**config.mk**
```make
export PLATFORM = sky130hd
export DESIGN_NAME = bcd_decoder_flat
export DESIGN_NICKNAME = d
export VERILOG_FILES = /design/src/rtl/bcd_decoder_if.sv /design/src/rtl/bcd_decoder.sv /design/src/flat_wrapper.sv
export SDC_FILE = /design/constraint.sdc
export NUM_CORES = 1
export LEC_CHECK = 0
export CORE_UTILIZATION = 51
export CTS_CLUSTER_DIAMETER = 150
export CTS_CLUSTER_SIZE = 40
export DETAILED_ROUTE_END_ITERATION = 10
export PLACE_DENSITY_LB_ADDON = 0.08
export SKIP_CTS_REPAIR_TIMING = 1
export SLEW_MARGIN = 20
export SYNTH_ARGS = -nofsm -noshare
export SYNTH_HDL_FRONTEND = slang
export SYNTH_SLANG_ARGS = --single-unit
```
**constraint.sdc**
```tcl
create_clock -name clk -period 3.1 [get_ports clk]
set_input_delay 0.31 -clock clk [delete_from_list [all_inputs] [get_ports clk]]
set_output_delay 0.31 -clock clk [all_outputs]
set_load 0.03 [all_outputs]
```
**src/rtl/bcd_decoder_if.sv**
```systemverilog
// Request/result bundle for the BCD-to-binary converter.
// The master drives start/bcd; the slave (decoder) answers with ready/done/result.
interface bcd_decoder_if #(
    parameter int MaxDigits    = 8,
    parameter int DecimalWidth = 32
);
    logic                      start;
    logic [MaxDigits*4-1:0]    bcd;
    logic                      ready;
    logic                      done;
    logic [DecimalWidth-1:0]   decimal;
    logic                      invalid;

    modport master (output start, bcd, input ready, done, decimal, invalid);
    modport slave  (input start, bcd, output ready, done, decimal, invalid);
endinterface

```
**src/rtl/bcd_decoder.sv**
```systemverilog
// Serial packed-BCD to binary converter: one digit per cycle, MSD first.
// Result (and invalid flag) is registered on the edge that enters DONE and
// held until the next completed conversion.
module bcd_decoder #(
    parameter int MaxDigits    = 8,
    parameter int DecimalWidth = 32
) (
    input  logic          clk,
    input  logic          rst,
    bcd_decoder_if.slave  bus
);
    localparam int BcdW = MaxDigits * 4;
    localparam int CntW = (MaxDigits > 1) ? $clog2(MaxDigits) : 1;

    typedef enum logic [1:0] {IDLE, CONVERT, DONE} state_t;

    state_t                  state, state_nxt;
    logic [BcdW-1:0]         sreg;
    logic [DecimalWidth-1:0] acc, acc_nxt;
    logic [DecimalWidth-1:0] decimal_q;
    logic [CntW-1:0]         cnt;
    logic                    err, err_nxt, invalid_q;
    logic [3:0]              nib;

    // Digit step: acc*10 built from two shifts so no multiplier is inferred.
    always_comb begin
        nib     = sreg[BcdW-1 -: 4];
        acc_nxt = (acc << 3) + (acc << 1) + DecimalWidth'(nib);
        err_nxt = err | (nib > 4'd9);
    end

    // State register.
    always_ff @(posedge clk or posedge rst) begin
        if (rst) state <= IDLE;
        else     state <= state_nxt;
    end

    // Next-state logic; CONVERT runs until the digit counter has reached zero.
    always_comb begin
        state_nxt = state;
        case (state)
            IDLE:    if (bus.start) state_nxt = CONVERT;
            CONVERT: if (cnt == '0) state_nxt = DONE;
            DONE:    state_nxt = IDLE;
            default: state_nxt = IDLE;
        endcase
    end

    // Handshake outputs decoded purely from state.
    always_comb begin
        bus.ready   = (state == IDLE);
        bus.done    = (state == DONE);
        bus.decimal = decimal_q;
        bus.invalid = invalid_q;
    end

    // Datapath: capture on accept, consume one nibble per CONVERT cycle,
    // publish the result on the last digit so it is valid alongside done.
    always_ff @(posedge clk or posedge rst) begin
        if (rst) begin
            sreg      <= '0;
            acc       <= '0;
            cnt       <= '0;
            err       <= 1'b0;
            decimal_q <= '0;
            invalid_q <= 1'b0;
        end else begin
            case (state)
                IDLE: begin
                    if (bus.start) begin
                        sreg <= bus.bcd;
                        acc  <= '0;
                        err  <= 1'b0;
                        cnt  <= CntW'(MaxDigits - 1);
                    end
                end
                CONVERT: begin
                    acc  <= acc_nxt;
                    err  <= err_nxt;
                    sreg <= sreg << 4;
                    if (cnt == '0) begin
                        decimal_q <= err_nxt ? '0 : acc_nxt;
                        invalid_q <= err_nxt;
                    end else begin
                        cnt <= cnt - 1'b1;
                    end
                end
                default: ;
            endcase
        end
    end
endmodule

```
**src/flat_wrapper.sv**
```systemverilog
// flat-port wrapper written by rule: the top's interface ports become plain ports
module bcd_decoder_flat 
#(
    parameter int MaxDigits    = 8,
    parameter int DecimalWidth = 32
)
  (clk, rst, bus_start, bus_bcd, bus_ready, bus_done, bus_decimal, bus_invalid);
  bcd_decoder_if #(.MaxDigits(MaxDigits), .DecimalWidth(DecimalWidth)) bus_i ();
  input  logic clk;
  input  logic rst;
  input wire logic [$bits(bus_i.start)-1:0] bus_start;
  input wire logic [$bits(bus_i.bcd)-1:0] bus_bcd;
  output wire logic [$bits(bus_i.ready)-1:0] bus_ready;
  output wire logic [$bits(bus_i.done)-1:0] bus_done;
  output wire logic [$bits(bus_i.decimal)-1:0] bus_decimal;
  output wire logic [$bits(bus_i.invalid)-1:0] bus_invalid;
  assign bus_i.start = bus_start;
  assign bus_i.bcd = bus_bcd;
  assign bus_ready = bus_i.ready;
  assign bus_done = bus_i.done;
  assign bus_decimal = bus_i.decimal;
  assign bus_invalid = bus_i.invalid;
  bcd_decoder #(.MaxDigits(MaxDigits), .DecimalWidth(DecimalWidth)) u_core (.clk(clk), .rst(rst), .bus(bus_i));
endmodule
```
==> impl_metrics.ini <==
[outcome]
status = finished, final reports clean

[routing]
routed_wl_um = 13800
viasPerCell = 5.70
remaining_drc_errors = 0
ant_nets = 0
firstDrtPassIters = 5
dr_wl_met3_um = 611
met2_length_um = 6650
wl_per_cell_um = 16.1
met1Wirelength_um = 6190
highest_layer = met4
num_vias = 4859
dr.first_iter.drc_count = 273

[critical_path]
worstSetupEndpoint = u_core.bus.decimal[21]$_DFFE_PP0P_
crit_path_end_kind = flip-flop
arrival_ns = 3.29
crit_path_start = u_core.acc[0]$_DFFE_PP0P_
start_kind = flip-flop
rr_worst_depth = 12
r2r_slack_ns = 0.03
required_ns = 3.33
critPathKind = reg2reg
critPathTopFamily = compound AO/OA/AOI/OAI gates
crit_top_cell = inv_2
crit_cells = 12
cp_max_fo = 4
timing.rr.start = u_core.acc[0]$_DFFE_PP0P_
rr_endpoint = u_core.bus.decimal[21]$_DFFE_PP0P_
critPathSlowestCell = fa_1
path_cells = inv_2 -> fa_1 -> inv_2 -> ha_1 -> a211o_1 -> o211ai_4 -> a211oi_4 -> a221o_1 -> a31o_4 -> a21oi_4 -> xnor2_2 -> o21ai_1
crit_buf_inv = 2
slowest_delay_ns = 0.54

[synthesis]
yosysUniqueCellTypes = 49
synthesis.area_um2 = 5860
ys_ff_latch = 102
avgSynthCellArea_um2 = 9.21
synth_ff_type = dfrtp_1
syn_nets = 733
syn_inst = 636
synth-edff-count = 0
synth_async_sr_flop_share_pct = 100
synth-seq-area-share_pct = 43.6
yosys_warnings = 0

[cells_and_area]
drive_gt1_share_pct = 9.26
insertedDiodeCount = 0
utilization_pct = 65.3
final_cells = 853
area_growth_pct = 22.9
postLayoutCellArea_um2 = 7200
layout.nets = 805
fill_cells = 930

[clocking]
numCtsBuffers = 9
cts.sinks = 102
root_buffer = clkbuf_16
cts_tree = done
clock_latency_ns = 0.35
ctsHtreeMaxLevel = 3
path_clk_slew_ns = 0.06
cts_buffer_depth = 2

[placed_design]
dp_hpwl_um = 9750
placed_area_um2 = 6750
dp_cells = 828
io_buffers = 69
gp_congestion = 0.842

[timing]
drv_slew = 0
period_needed_ns = 3.07
setup_viol_count_final = 0
fin_crit_sh_pct = 98.9
hold_viol = 0
fmax_mhz = 326
tightestPinTransition_ns = 0.710
clock_skew_ns = 0.00539
relSlewSlack_pct = 52.6

[min_path]
min_path_type = in2async

[grt]
first_global_vias = 4765
grt-ovfl-total = 0
track_usage_pct = 24.6
grt_max_degree = 49
antenna_found_initial = 0
grt_pass1_wl_um = 22400

[job]
drv_cap = 0

[floorplanning]
core_um2 = 11000
die_area_um2 = 11900
die_x_um = 109
start_util_pct = 53.1
die_y_um = 109
rows = 38
io_pins = 70
==> flip-flops by register name, indices dropped and copies added, names as in the netlist <==
signal,flops
u_core.bus.decimal,32
u_core.cnt,3
u_core.bus.invalid,1
u_core.state,2
u_core.sreg,32
u_core.err,1
u_core.acc,31
==> cells in the final DEF (no fill, tap or decap), types with 3 or more instances in the layout <==
cell type,count
buf_4,24
a21o_1,12
nand3_1,26
clkbuf_16,9
inv_1,14
clkdlybuf4s50_1,69
ha_1,60
xor2_1,8
nand2_1,114
xnor2_1,17
clkbuf_8,3
o21ai_0,58
o211ai_1,3
o21ai_1,8
nor2_1,46
o41ai_2,3
nand2b_1,3
o31ai_1,3
nand4_1,3
a31oi_1,33
dfrtp_1,102
nor3_1,5
a21oi_1,21
o21a_1,5
a22o_1,14
nor2b_1,5
and3_1,3
==> Yosys cell counts, drive strengths merged, types with 4 or more instances <==
library cell,number,share of area (%)
a21o,13,1.7
a21oi,23,2.0
a22o,14,2.1
a31oi,34,3.9
clkbuf,33,2.1
dfrtp,102,44
ha,60,13
inv,17,1.1
nand2,114,7.3
nand2b,4,0.43
nand3,26,2.2
nor2,47,3.1
nor2b,5,0.53
nor3,6,0.60
o211ai,4,0.60
o21a,5,0.64
o21ai,68,5.8
xnor2,18,2.7
xor2,8,1.2
==> layout make-up <==
cell class,count,area [µm²],area share [%]
repair buffers,95,911,12.6
clock buffers,14,274,3.81
inverters,17,66.3,0.921
multi-input cells,483,3180,44.2
flip-flops and latches,102,2550,35.4
clock inverters,2,38.8,0.539
well taps,140,175,2.43
==> worst register-to-register path: stages, from the launching register on <==
cell	delay [ns]
dfrtp_1	0.37
inv_2	0.06
fa_1	0.54
inv_2	0.05
ha_1	0.31
a211o_1	0.35
o211ai_4	0.11
a211oi_4	0.12
a221o_1	0.36
a31o_4	0.25
a21oi_4	0.18
xnor2_2	0.16
o21ai_1	0.09
==> how the worst min path moves through the flow <==
stage                                       startpoint                                  to  slack, ns  cells after the start
global route                                       rst           u_core.cnt[2]$_DFFE_PP0P_       0.44                      2
detailed placement  u_core.bus.decimal[18]$_DFFE_PP0P_  u_core.bus.decimal[18]$_DFFE_PP0P_       0.47                      2
global placement             u_core.cnt[0]$_DFFE_PP0P_           u_core.cnt[0]$_DFFE_PP0P_       0.46                      1
CTS                                                rst  u_core.bus.decimal[15]$_DFFE_PP0P_       0.39                      2
finish                                             rst  u_core.bus.decimal[18]$_DFFE_PP0P_       0.36                      2
floorplan                                   bus_bcd[0]          u_core.sreg[0]$_DFFE_PP0P_       0.43                      2
==> per-stage QoR <==
step                worst slack, ns  setup TNS, ns  hold WS [ns]
finish                       0.0338              0         0.364
CTS                         -0.0916         -0.260         0.388
global route                -0.0357         -0.132         0.438
global placement             0.0219              0         0.459
floorplan                     0.112              0         0.427
detailed placement          -0.0718         -0.132         0.470
==> per-layer routing <==
layer / GRT usage [%] / up-vias
li1: - / 2397
met1: 31.2 / 2330
met2: 39.8 / 107
met3: 6.52 / 25
met4: 9.52 / 0
met5: 0 / -
==> cell families after synthesis <==
family          after synthesis  share of synthesized area (%)
flops                       102                           43.6
buf+inv                      51                           3.27
simple gates                212                           15.2
fa+ha+maj                    62                           13.5
compound gates              183                           20.6
xor+xnor                     26                           3.89
Power is not shown: default switching activity piles up to over one toggle a cycle in this logic, so the estimate is an artifact.
